## src/rtl/flappy_game_ctrl.sv

```systemverilog
// Flappy game controller: state machine, physics tick divider,
// pipe scroll/reload, scoring and bird collision detection.
module flappy_game_ctrl #(
   parameter int TICK_DIV   = 2000000,
   parameter int SCREEN_W   = 640,
   parameter int FLOOR_Y    = 440,
   parameter int PIPE_W     = 60,
   parameter int PIPE_GAP   = 120,
   parameter int PIPE_SPEED = 4,
   parameter int BIRD_W     = 20,
   parameter int BIRD_H     = 20,
   parameter int GAP_MIN    = 80,
   parameter int HIT_TICKS  = 25
) (
   input  logic       Clk,
   input  logic       Reset,
   input  logic       Start,
   input  logic [9:0] YBird,
   input  logic [9:0] XBird,
   output logic       Tick,
   output logic       BirdRun,
   output logic [9:0] PipeX,
   output logic [9:0] GapY,
   output logic [7:0] Score,
   output logic       GameOver,
   output logic [1:0] State
);

   typedef enum logic [1:0] {
      S_IDLE = 2'b00,
      S_RUN  = 2'b01,
      S_HIT  = 2'b10,
      S_OVER = 2'b11
   } state_t;

   localparam int CW = (TICK_DIV > 1) ? $clog2(TICK_DIV) : 1;
   localparam int HW = $clog2(HIT_TICKS + 1);

   localparam logic [CW-1:0] CNT_MAX = CW'(TICK_DIV - 1);
   localparam logic [HW-1:0] HIT_MAX = HW'(HIT_TICKS);
   localparam logic [10:0]   L_PW    = 11'(PIPE_W);
   localparam logic [10:0]   L_GAP   = 11'(PIPE_GAP);
   localparam logic [10:0]   L_SPD   = 11'(PIPE_SPEED);
   localparam logic [10:0]   L_BW    = 11'(BIRD_W);
   localparam logic [10:0]   L_BH    = 11'(BIRD_H);
   localparam logic [10:0]   L_FLOOR = 11'(FLOOR_Y);
   localparam logic [9:0]    L_SCR   = 10'(SCREEN_W);
   localparam logic [9:0]    L_GMIN  = 10'(GAP_MIN);
   localparam logic [9:0]    L_PSPD  = 10'(PIPE_SPEED);

   state_t          r_state;
   logic            r_start_q;
   logic [7:0]      r_lfsr;
   logic [CW-1:0]   r_cnt;
   logic [HW-1:0]   r_hit_cnt;
   logic            r_passed;
   logic            r_bird_run;
   logic            r_game_over;
   logic [9:0]      r_pipe_x;
   logic [9:0]      r_gap_y;
   logic [7:0]      r_score;

   logic            w_start_edge;
   logic            w_fb;
   logic            w_tick;
   logic [10:0]     w_px;
   logic [10:0]     w_pipe_r;
   logic [10:0]     w_bx;
   logic [10:0]     w_bird_r;
   logic [10:0]     w_by;
   logic [10:0]     w_bird_b;
   logic [10:0]     w_gy;
   logic [10:0]     w_gap_b;
   logic            w_floor;
   logic            w_hov;
   logic            w_vmiss;
   logic            w_collide;
   logic            w_offscreen;
   logic            w_score_hit;
   logic [9:0]      w_new_gap;
   logic [HW-1:0]   w_hit_next;
   logic [CW-1:0]   w_cnt_next;

   assign w_start_edge = Start & ~r_start_q;
   assign w_fb         = r_lfsr[7] ^ r_lfsr[5] ^ r_lfsr[4] ^ r_lfsr[3];
   assign w_tick       = ((r_state == S_RUN) || (r_state == S_HIT))
                         && (r_cnt == CNT_MAX);
   assign w_cnt_next   = (r_cnt == CNT_MAX) ? '0 : r_cnt + 1'b1;
   assign w_hit_next   = r_hit_cnt + 1'b1;

   assign w_px     = {1'b0, r_pipe_x};
   assign w_pipe_r = w_px + L_PW;
   assign w_bx     = {1'b0, XBird};
   assign w_bird_r = w_bx + L_BW;
   assign w_by     = {1'b0, YBird};
   assign w_bird_b = w_by + L_BH;
   assign w_gy     = {1'b0, r_gap_y};
   assign w_gap_b  = w_gy + L_GAP;

   assign w_floor   = (w_bird_b >= L_FLOOR);
   assign w_hov     = (w_bird_r > w_px) && (w_bx < w_pipe_r);
   assign w_vmiss   = (w_by < w_gy) || (w_bird_b > w_gap_b);
   assign w_collide = (r_state == S_RUN) && (w_floor || (w_hov && w_vmiss));

   // Reload also when one more step would take PipeX below zero.
   assign w_offscreen = (w_pipe_r <= L_SPD) || (w_px < L_SPD);
   assign w_score_hit = !r_passed && (w_pipe_r < w_bx);
   assign w_new_gap   = L_GMIN + {3'b000, r_lfsr[6:0]};

   assign Tick     = w_tick && (r_state == S_RUN);
   assign BirdRun  = r_bird_run;
   assign GameOver = r_game_over;
   assign PipeX    = r_pipe_x;
   assign GapY     = r_gap_y;
   assign Score    = r_score;
   assign State    = r_state;

   always_ff @(posedge Clk) begin
      if (Reset) begin
         r_state     <= S_IDLE;
         r_start_q   <= 1'b0;
         r_lfsr      <= 8'hA5;
         r_cnt       <= '0;
         r_hit_cnt   <= '0;
         r_passed    <= 1'b0;
         r_bird_run  <= 1'b0;
         r_game_over <= 1'b0;
         r_pipe_x    <= L_SCR;
         r_gap_y     <= L_GMIN;
         r_score     <= 8'd0;
      end else begin
         r_start_q <= Start;
         r_lfsr    <= {r_lfsr[6:0], w_fb};
         unique case (r_state)
            S_IDLE: begin
               r_cnt <= '0;
               if (w_start_edge) begin
                  r_state    <= S_RUN;
                  r_bird_run <= 1'b1;
                  r_pipe_x   <= L_SCR;
                  r_gap_y    <= w_new_gap;
                  r_score    <= 8'd0;
                  r_passed   <= 1'b0;
               end
            end
            S_RUN: begin
               if (w_collide) begin
                  r_state   <= S_HIT;
                  r_cnt     <= '0;
                  r_hit_cnt <= '0;
               end else begin
                  r_cnt <= w_cnt_next;
                  if (w_tick) begin
                     if (w_score_hit) begin
                        r_passed <= 1'b1;
                        if (r_score != 8'hFF)
                           r_score <= r_score + 8'd1;
                     end
                     if (w_offscreen) begin
                        r_pipe_x <= L_SCR;
                        r_gap_y  <= w_new_gap;
                        r_passed <= 1'b0;
                     end else begin
                        r_pipe_x <= r_pipe_x - L_PSPD;
                     end
                  end
               end
            end
            S_HIT: begin
               r_cnt <= w_cnt_next;
               if (w_tick) begin
                  r_hit_cnt <= w_hit_next;
                  if (w_hit_next == HIT_MAX) begin
                     r_state     <= S_OVER;
                     r_bird_run  <= 1'b0;
                     r_game_over <= 1'b1;
                     r_cnt       <= '0;
                  end
               end
            end
            S_OVER: begin
               r_cnt <= '0;
               if (w_start_edge) begin
                  r_state     <= S_IDLE;
                  r_game_over <= 1'b0;
               end
            end
            default: r_state <= S_IDLE;
         endcase
      end
   end

endmodule
```

## config.mk

```make
export PLATFORM = sky130hd
export DESIGN_NAME = flappy_game_ctrl
export DESIGN_NICKNAME = d
export VERILOG_FILES = /design/src/rtl/flappy_game_ctrl.sv
export SDC_FILE = /design/constraint.sdc
export NUM_CORES = 1
export LEC_CHECK = 0
export ABC_CLOCK_PERIOD_IN_PS = 3930
export BUFFER_PORTS_ARGS = -buffer_cell sky130_fd_sc_hd__buf_4
export CAP_MARGIN = 20
export CORE_ASPECT_RATIO = 1.4
export CORE_UTILIZATION = 45
export DETAILED_ROUTE_END_ITERATION = 8
export PLACE_DENSITY = 0.7
export SLEW_MARGIN = 0
export SYNTH_ARGS = -nofsm -noshare
export SYNTH_HDL_FRONTEND = slang
export SYNTH_SLANG_ARGS = --single-unit
export TNS_END_PERCENT = 30
```

## constraint.sdc

```tcl
create_clock -name Clk -period 3.93 [get_ports Clk]
set_input_delay 0 -clock Clk [delete_from_list [all_inputs] [get_ports Clk]]
set_output_delay 0 -clock Clk [all_outputs]
set_load 0.01 [all_outputs]
```

==> key figures, run 1 <==
Status
  – Outcome: completed

Detailed routing
  – Number of DRC markers in iteration 0: 148
  – Routed via count: 3972
  – Drt first pass iters: 4
  – Post-Route WL: 9.95 mm
  – Post-route DRC: 0
  – Number of routed nets with antenna violations: 0
  – WL/cell: 13.7 µm
  – Vias per cell: 5.46

Pwr
  – Clock share of power: 30.2%
  – Reg power frac: 29.7%
  – Power Density: 502 nW/µm²
  – Sw Share: 36.5%
  – Sw Pwr: 0.962 mW
  – Int Power: 1.67 mW
  – LEAKAGE: 2.11 nW
  – Comb pwr share: 40.1%
  – Worst vdd ir: 489 µV

Clocking
  – Clk slew on worst S/H paths: 0.05 ns
  – CTS max path bufs: 2
  – Clk Latency, worst-skew pair: 0.34 ns
  – CTS Buf Count: 9
  – H-tree levels: 3
  – Sink Count: 64
  – CTS tree: built
  – CTS root buf: clkbuf_16
  – PostCTS Resize Cnt: 0

Critical path
  – CP cell instances: nor3_1 > nand2_1 > nand4_1 > xnor2_1 > ha_1 > nand4bb_1 > a2bb2oi_1 > nor3_1 > a31oi_1 > o211a_1 > o221ai_2 > or4_1 > a21oi_1
  – Critical path type: reg2reg
  – Worst Path Max Fanout: 10
  – Worst path depth: 13
  – Crit path launch type: flip-flop
  – R2r startpoint: PipeX[4]
  – Worst reg2reg path depth: 13
  – Critical path capture point: r_hit_cnt[4]
  – Worst EP arrival: 3.90 ns
  – Crit-path most repeated cell: nor3_1
  – Worst setup startpoint: PipeX[4]
  – WP data required: 4.20 ns
  – CP max-delay cell: or4_1
  – Crit path buf inv count: 0
  – Crit-path max cell delay: 0.52 ns
  – Reg2Reg Setup Slack: 0.29 ns
  – CP top delay family: simple AND/OR/NAND/NOR gates
  – Critical Path Sink Type: flip-flop
  – R2r endpoint: r_hit_cnt[4]

Layout
  – # fillers: 863
  – Area Growth Syn to Fin: 17.8%
  – Most frequent cells in the layout: dfxtp_1, buf_4, nand2_1
  – ANT cells: 0
  – Layout cells sized above 1: 17.1%
  – Commonest non-fill, non-tap cell in the layout: dfxtp_1
  – Nets: 656

STA
  – Final hold violations: 0
  – Setup TNS: 0 ns
  – Clock skew: 0.00599 ns
  – Final setup fails: 0
  – F_max: 275 MHz
  – Tmin final: 3.64 ns
  – Unrepaired setup endpoints after global routing: false
  – Max-slew violation count: 0
  – Worst hold slack: 0.0853 ns
  – Relative slew slack: 56.8%
  – Slew @ Worst Pin: 0.648 ns
  – Fin crit share: 92.5%

Global routing
  – Vias in the first global route: 3726
  – GR Layer Usage met3: 2.89%
  – Total track usage: 19.7%
  – Largest net degree at the start of global routing: 42
  – First-pass GRT wire length: 16.3 mm
  – Initial antenna violation count: 0
  – GR peak layer: met2
  – GRT overflow: 0
  – GRT met1 Usage: 22.9%
  – Met2 Track Usage GR: 34.9%

Floorplanning
  – Die Span Y: 120 µm
  – Io pins: 56
  – CORE AREA: 9510 µm²
  – Die area: 10300 µm²
  – Initial core utilization: 46.8%
  – Die W: 86.1 µm
  – Core Rows: 42

Logic synthesis
  – Yosys Warn Count: 0
  – Sequential share of the synthesized area: 28.8%
  – Syn Area/Cell: 8.25 µm²
  – Main synth FF type: dfxtp_1
  – Post-synth EDFFs: 0
  – Seq cells post-synth: 64
  – Library cells used by synthesis: 72
  – Synth Cell Area: 4450 µm²
  – Async SR Flop Fraction: 0%
  – Mapped Cells: 540

Place
  – IO Port Bufs: 51
  – Gpl congestion: 0.855
  – DPL Wire Length: 7.57 mm

Min path
  – Hold/Removal Path Class: in2reg

Flow run
  – Max-capacitance violation count: 0
[flip-flops by register name, summed over array words and instances, names as in the netlist]
name and cells:
BirdRun 1, State 2, Score 8, GapY 8, PipeX 8, r_lfsr 8, r_hit_cnt 5, GameOver 1
r_passed 1, r_cnt 21, r_start_q 1
[Yosys cell counts, types with 11 or more instances]
cell type	n	share of area, %
nand2_1	43	3.6
nor3_1	11	1.2
a21oi_1	35	3.9
inv_1	38	3.2
ha_1	42	12
xor2_1	18	3.5
o21ai_0	30	3.4
and3_1	15	2.1
xnor2_1	25	4.9
dfxtp_1	64	29
nand3_1	22	2.5
nor2_1	29	2.4
nor2_2	11	1.5
[worst min-delay path by stage]
stage	startpoint	endpoint	cells past startpoint
floorplan	Start	r_start_q	1
global placement	Start	r_start_q	2
detailed placement	Start	r_start_q	2
CTS	Reset	Score[0]	2
global route	Reset	Score[4]	2
finish	Reset	Score[0]	2
[power by group through the flow]
stage	registers, mW	clock network, mW	logic, mW
floorplan	0.803	0	0.728
global placement	0.794	0	1.03
detailed placement	0.796	0	1.05
CTS	0.783	0.810	1.05
global route	0.792	0.838	1.18
finish	0.783	0.796	1.06
[cells by family after synthesis]
| family | synth area share, % |
|---|---|
| and+or+nand+nor | 24.7 |
| xor gates and xnor gates | 8.46 |
| muxes | 1.15 |
| other | 0.0842 |
| buffers and inverters | 5.98 |
| AOI/OAI and AO/OA | 19.0 |
| DFF | 28.8 |
| adders and majority gates | 11.8 |
[area by class of cell]
| cell class | instances | area [µm²] | area share, % |
|---|---|---|---|
| flip-flops and latches | 64 | 1280 | 24.4 |
| inverters | 40 | 150 | 2.86 |
| repair buffers | 57 | 430 | 8.21 |
| clock inverters | 3 | 40.0 | 0.763 |
| multi-input cells | 419 | 2920 | 55.6 |
| clock buffers | 13 | 260 | 4.96 |
| well taps | 132 | 165 | 3.15 |
[routing by layer]
layer | part of all wire, % | routed length [µm]
met1 | 45 | 4450
met2 | 50 | 4970
met3 | 3.3 | 329
met4 | 2.0 | 198
met5 | 0 | 0
[worst register-to-register path: cells and delay by family, from the launching register on]
family	cells	cell delay, ns
AOI/OAI and AO/OA	5	1.36
adders and majority gates	1	0.39
xor gates and xnor gates	1	0.08
DFF	1	0.38
and+or+nand+nor	6	1.38
[timing repair]
item	CTS	global route
endpoints found under the setup margin	0	1
buffers inserted	0	1
hold endpoints to repair	1	0
hold buffers	1	0
[stage by stage]
| step | utilization (%) | area, µm² | worst slack (ns) | total power, mW | instances |
|---|---|---|---|---|---|
| floorplan | - | 4470 | 0.622 | 1.53 | 543 |
| global placement | 51.8 | 4930 | 0.386 | 1.82 | 710 |
| detailed placement | 51.8 | 4930 | 0.216 | 1.84 | 710 |
| CTS | 55.1 | 5240 | 0.216 | 2.65 | 727 |
| global route | 55.1 | 5250 | 0.0389 | 2.81 | 728 |
| finish | 55.1 | 5250 | 0.293 | 2.63 | 728 |
No activity file was read; power rests on OpenSTA's default activity.
==> run 2, diff against run 1 <==
--- a/config.mk
+++ b/config.mk
@@ -11,7 +11,7 @@
 export CORE_ASPECT_RATIO = 1.4
 export CORE_UTILIZATION = 45
 export DETAILED_ROUTE_END_ITERATION = 8
-export PLACE_DENSITY = 0.7
+export PLACE_DENSITY = 0.75
 export SLEW_MARGIN = 0
 export SYNTH_ARGS = -nofsm -noshare
 export SYNTH_HDL_FRONTEND = slang
==> key figures, run 2 (same netlist as run 1, synthesis figures left out) <==
Clocking
  – CTS tree: built
  – Clk Latency, worst-skew pair: 0.33 ns (about the same)
  – H-tree levels: 3 (unchanged)
  – CTS max path bufs: 2 (unchanged)
  – Sink Count: 64 (unchanged)
  – CTS root buf: clkbuf_16
  – CTS Buf Count: 9 (unchanged)
  – Clk slew on worst S/H paths: 0.05 ns (about the same)

Critical path
  – Worst EP arrival: 3.78 ns (-0.12 ns)
  – Critical path type: reg2reg
  – Critical Path Sink Type: flip-flop
  – Crit path launch type: flip-flop
  – WP data required: 4.19 ns (about the same)
  – Worst Path Max Fanout: 10 (unchanged)

Global routing
  – GRT met1 Usage: 22.6% (-0.26 points)
  – Initial antenna violation count: 0 (unchanged)
  – Largest net degree at the start of global routing: 42 (unchanged)
  – GR Layer Usage met3: 4.33% (+1.4 points)
  – Total track usage: 20.1% (+0.37 points)
  – GRT overflow: 0 (unchanged)
  – First-pass GRT wire length: 16.7 mm (+2.1%)
  – GR peak layer: met2
  – Met2 Track Usage GR: 35.6% (+0.69 points)
  – Vias in the first global route: 3795 (+1.9%)

Pwr
  – LEAKAGE: 2.09 nW (-1.0%)
  – Power Density: 490 nW/µm² (-2.3%)
  – Worst vdd ir: 391 µV (-20%)
  – Tot Pwr: 2.56 mW (-2.7%)

Layout
  – Register Area: 1280 µm² (unchanged)
  – Fin area: 5230 µm² (-0.36%)
  – Final core occ: 54.9% (-0.20 points)
  – Largest register FFs: 21 (unchanged)
  – Area Growth Syn to Fin: 17.3%
  – Most frequent cells in the layout: dfxtp_1, buf_4, nand2_1
  – ANT cells: 0 (unchanged)
  – Commonest non-fill, non-tap cell in the layout: dfxtp_1
  – # fillers: 890 (+3.1%)
  – Top reg by flops: r_cnt
  – Layout cells sized above 1: 17.4% (+0.34 points)
  – Nets: 656 (unchanged)
  – Area of the multi-input gates: 2920 µm² (+0.21%)

Detailed routing
  – Number of DRC markers in iteration 0: 152 (+2.7%)
  – WL/cell: 13.8 µm (+1.1%)
  – Post-Route WL: 10.1 mm (+1.1%)
  – Post-route DRC: 0 (unchanged)
  – Routed via count: 3986 (+0.35%)
  – Drt first pass iters: 4 (unchanged)
  – Vias per cell: 5.48 (+0.35%)
  – Number of routed nets with antenna violations: 0 (unchanged)

STA
  – Fin crit share: 89.6% (-3.0 points)
  – F_max: 284 MHz (+3.3%)
  – Final setup fails: 0 (unchanged)
  – Slew @ Worst Pin: 0.630 ns (-0.0182 ns)
  – Clock skew: 0.00803 ns (+0.00204 ns)
  – Relative slew slack: 58.0% (+1.2 points)
  – Setup TNS: 0 ns (unchanged)
  – Final hold violations: 0 (unchanged)
  – Unrepaired setup endpoints after global routing: false
  – Max-slew violation count: 0 (unchanged)
  – Tmin final: 3.52 ns (-0.117 ns)

Floorplanning
  – Io pins: 56 (unchanged)
  – CORE AREA: 9510 µm² (unchanged)
  – Die area: 10300 µm² (unchanged)
  – Core Rows: 42 (unchanged)
  – Initial core utilization: 46.8% (unchanged)
  – Die Span Y: 120 µm (unchanged)
  – Die W: 86.1 µm (unchanged)

Min path
  – Hold/Removal Path Class: in2reg

Flow run
  – Max-capacitance violation count: 0 (unchanged)

Place
  – IO Port Bufs: 51 (unchanged)
  – Gpl congestion: 0.838 (-2.0%)
  – Placed instance area: 4920 µm² (-0.15%)
  – DPL Wire Length: 7.61 mm (+0.61%)

Status
  – Outcome: completed
==> run 2: path summary, 6_finish.rpt <==
check	slack, ns	startpoint	cells past startpoint	endpoint
min reg2reg	0.44	r_lfsr[1]	1	r_lfsr[2]
max	0.41	PipeX[4]	13	r_hit_cnt[4]
max reg2reg	0.41	PipeX[4]	13	r_hit_cnt[4]
min	0.1	Reset	2	Score[0]
==> run 2: critical path: stages (launching register included) <==
cell and delay (ns):
dfxtp_1 0.46, nor3_1 0.11, nand2_1 0.17, nand4_1 0.13
xnor2_1 0.16, ha_1 0.40, nand4b_1 0.12, nor4_1 0.18
nor3_1 0.11, a31oi_2 0.31, o211a_1 0.36, o221ai_2 0.24
or4_1 0.54, a21oi_1 0.16
==> run 2: metal layers <==
layer | vias to the layer above | share of wire [%]
li1 | 2039 | -
met1 | 1853 | 44
met2 | 74 | 50
met3 | 20 | 3.5
met4 | 0 | 2.5
met5 | - | 0
==> run 2: final cells by class <==
type                       count  area share (%)
sequential                    64            24.5
timing repair buffer          57            8.24
clock inverter                 5           0.622
multi-input combinational    419            55.9
tap                          132            3.16
clock buffer                  11            4.64
inverter                      40            2.87
==> run 2: power breakdown <==
| group | switching, mW | internal, mW | total, mW |
|---|---|---|---|
| Sequential | 0.0672 | 0.717 | 0.784 |
| Clock | 0.275 | 0.441 | 0.716 |
| Combinational | 0.630 | 0.433 | 1.06 |
| Total | 0.973 | 1.59 | 2.56 |
==> run 2: metrics by stage <==
step / instances / worst slack, ns / hold slack, ns
6_report: 728 / 0.410 / 0.0999
5_1_grt: 728 / 0.0625 / 0.103
2_1_floorplan: 543 / 0.622 / 0.128
3_5_place_dp: 709 / 0.200 / 0.266
3_3_place_gp: 709 / 0.394 / 0.236
4_1_cts: 726 / 0.208 / 0.0842
==> run 2: repair_timing <==
action | in CTS | in global routing
buffers inserted | 0 | 1
setup endpoints to repair | 0 | 1
hold endpoints to repair | 1 | 0
hold buffers | 1 | 0
gates resized for setup | 0 | 1
==> run 3, diff against run 2 <==
--- a/config.mk
+++ b/config.mk
@@ -5,13 +5,13 @@
 export SDC_FILE = /design/constraint.sdc
 export NUM_CORES = 1
 export LEC_CHECK = 0
-export ABC_CLOCK_PERIOD_IN_PS = 3930
+export ABC_CLOCK_PERIOD_IN_PS = 3170
 export BUFFER_PORTS_ARGS = -buffer_cell sky130_fd_sc_hd__buf_4
 export CAP_MARGIN = 20
 export CORE_ASPECT_RATIO = 1.4
 export CORE_UTILIZATION = 45
 export DETAILED_ROUTE_END_ITERATION = 8
-export PLACE_DENSITY = 0.75
+export PLACE_DENSITY = 0.78
 export SLEW_MARGIN = 0
 export SYNTH_ARGS = -nofsm -noshare
 export SYNTH_HDL_FRONTEND = slang
==> constraint.sdc (replaced) <==
create_clock -name Clk -period 3.17 [get_ports Clk]
set_input_delay 0 -clock Clk [delete_from_list [all_inputs] [get_ports Clk]]
set_output_delay 0 -clock Clk [all_outputs]
set_load 0.01 [all_outputs]
==> key figures, run 3 (same netlist as run 1, synthesis figures left out) <==
STA
  – Relative slew slack: 42.7% (-15 points)
  – Tmin final: 3.23 ns (-0.290 ns)
  – Final hold violations: 0 (unchanged)
  – Final setup fails: 2 (+2)
  – Worst hold slack: 0.0976 ns (-0.00236 ns)
  – Final WS setup: -0.0596 ns (-0.470 ns)
  – Setup TNS: -0.0708 ns (-0.0708 ns)
  – Max-slew violation count: 0 (unchanged)
  – F_max: 310 MHz (+9.0%)
  – Unrepaired setup endpoints after global routing: true
  – Fin crit share: 102% (+12 points)
  – Clock skew: 0.00763 ns (-0.000398 ns)
  – Slew @ Worst Pin: 0.851 ns (+0.221 ns)

Clocking
  – Sink Count: 64 (unchanged)
  – CTS Buf Count: 9 (unchanged)
  – CTS tree: built
  – H-tree levels: 3 (unchanged)
  – CTS max path bufs: 2 (unchanged)
  – Clk Latency, worst-skew pair: 0.33 ns (about the same)
  – CTS root buf: clkbuf_16
  – Clk slew on worst S/H paths: 0.06 ns (about the same)

Min path
  – Hold/Removal Path Class: in2reg

Layout
  – Most frequent cells in the layout: buf_4, dfxtp_1, nand2_1
  – Commonest non-fill, non-tap cell in the layout: buf_4
  – Nets: 681 (+3.8%)
  – Final core occ: 60.0% (+5.0 points)
  – Layout cells sized above 1: 25.3% (+7.8 points)
  – Fin area: 5710 µm² (+9.2%)
  – ANT cells: 0 (unchanged)
  – Top reg by flops: r_cnt
  – Area Growth Syn to Fin: 28.1%
  – Largest register FFs: 21 (unchanged)
  – Final Non-Filler Cells: 753 (+3.4%)

Detailed routing
  – Number of routed nets with antenna violations: 0 (unchanged)
  – WL/cell: 15.5 µm (+12%)
  – Routed via count: 4283 (+7.5%)
  – Drt first pass iters: 5 (+1)
  – Vias per cell: 5.69 (+3.9%)
  – Post-Route WL: 11.7 mm (+16%)
  – Number of DRC markers in iteration 0: 225 (+48%)
  – Post-route DRC: 0 (unchanged)

Place
  – Setup slack after placement: -0.123 ns (-0.322 ns)
  – IO Port Bufs: 51 (unchanged)
  – Placed instance area: 5110 µm² (+3.9%)
  – Gpl congestion: 0.882 (+5.3%)
  – DPL Wire Length: 8.26 mm (+8.4%)
  – Placed insts: 730 (+3.0%)

Floorplanning
  – Die area: 10300 µm² (unchanged)
  – Die W: 86.1 µm (unchanged)
  – Core Rows: 42 (unchanged)
  – CORE AREA: 9510 µm² (unchanged)
  – Io pins: 56 (unchanged)
  – Die Span Y: 120 µm (unchanged)
  – Initial core utilization: 46.8% (unchanged)

Critical path
  – Worst EP arrival: 3.49 ns (-0.29 ns)
  – Critical Path Sink Type: flip-flop
  – CP max-delay cell: or4_4
  – WP data required: 3.43 ns (-0.76 ns)
  – Crit-path max cell delay: 0.53 ns (about the same)
  – Worst Path Max Fanout: 7 (-3)
  – Crit path launch type: flip-flop
  – CP cell instances: nor3_4 > nand2_2 > nand4_1 > xnor2_1 > ha_2 > and3_4 > or4_4 > buf_6 > nor4_4 > nand4_1 > or4_4 > a21oi_2
  – Critical path type: reg2reg

Pwr
  – Worst vdd ir: 577 µV (+47%)
  – Tot Pwr: 3.83 mW (+49%)
  – LEAKAGE: 2.28 nW (+9.5%)
  – Power Density: 670 nW/µm² (+37%)

Global routing
  – Total track usage: 22.5% (+2.5 points)
  – First-pass GRT wire length: 18.6 mm (+12%)
  – Initial antenna violation count: 0 (unchanged)
  – GRT overflow: 0 (unchanged)
  – Largest net degree at the start of global routing: 44 (+4.8%)
  – Vias in the first global route: 4147 (+9.3%)

Status
  – Outcome: complete, but fails checks
  – Failing checks: setup timing

Flow run
  – Max-capacitance violation count: 0 (unchanged)
run 3: routing by layer:
metal	track usage, %	part of all wire (%)	vias up
met3	4.06	3.8	27
li1	-	-	2104
met4	10.7	2.6	0
met2	41.1	53	111
met5	0	0	-
met1	24.7	41	2041
run 3: final timing paths:
path / slack (ns) / cells after the start / to / from
max reg2reg: -0.06 / 12 / Score[7] / PipeX[3]
min: 0.1 / 2 / Score[0] / Reset
min reg2reg: 0.46 / 1 / r_lfsr[2] / r_lfsr[1]
max: -0.06 / 12 / Score[7] / PipeX[3]
run 3: final cells by class:
type | instances | area [µm²]
fill | 818 | 3810
multi-input combinational | 421 | 3100
sequential | 64 | 1280
timing repair buffer | 80 | 611
clock buffer | 9 | 225
clock inverter | 7 | 168
tap | 132 | 165
inverter | 40 | 150
run 3: worst max-delay path, delay by kind of cell (launching register included):
| kind | cells | cell delay (ns) |
|---|---|---|
| compound gates | 1 | 0.12 |
| xor+xnor | 1 | 0.13 |
| fa+ha+maj | 1 | 0.34 |
| buf+inv | 1 | 0.14 |
| flops | 1 | 0.34 |
| simple gates | 8 | 2.09 |
run 3: power breakdown:
group	total, mW	internal (mW)	leakage, nW	switching [mW]
Combinational	1.57	0.659	1.57	0.910
Sequential	0.962	0.888	0.522	0.0735
Clock	1.29	0.929	0.190	0.365
Total	3.83	2.48	2.28	1.35
run 3: what timing repair did:
action / CTS / global route
hold endpoints to repair: 1 / 0
setup endpoints to repair: 30 / 50
pin swaps: 3 / 33
cloned: 2 / 0
setup buffers: 0 / 4
gates resized for setup: 10 / 30
hold buffers: 1 / 0
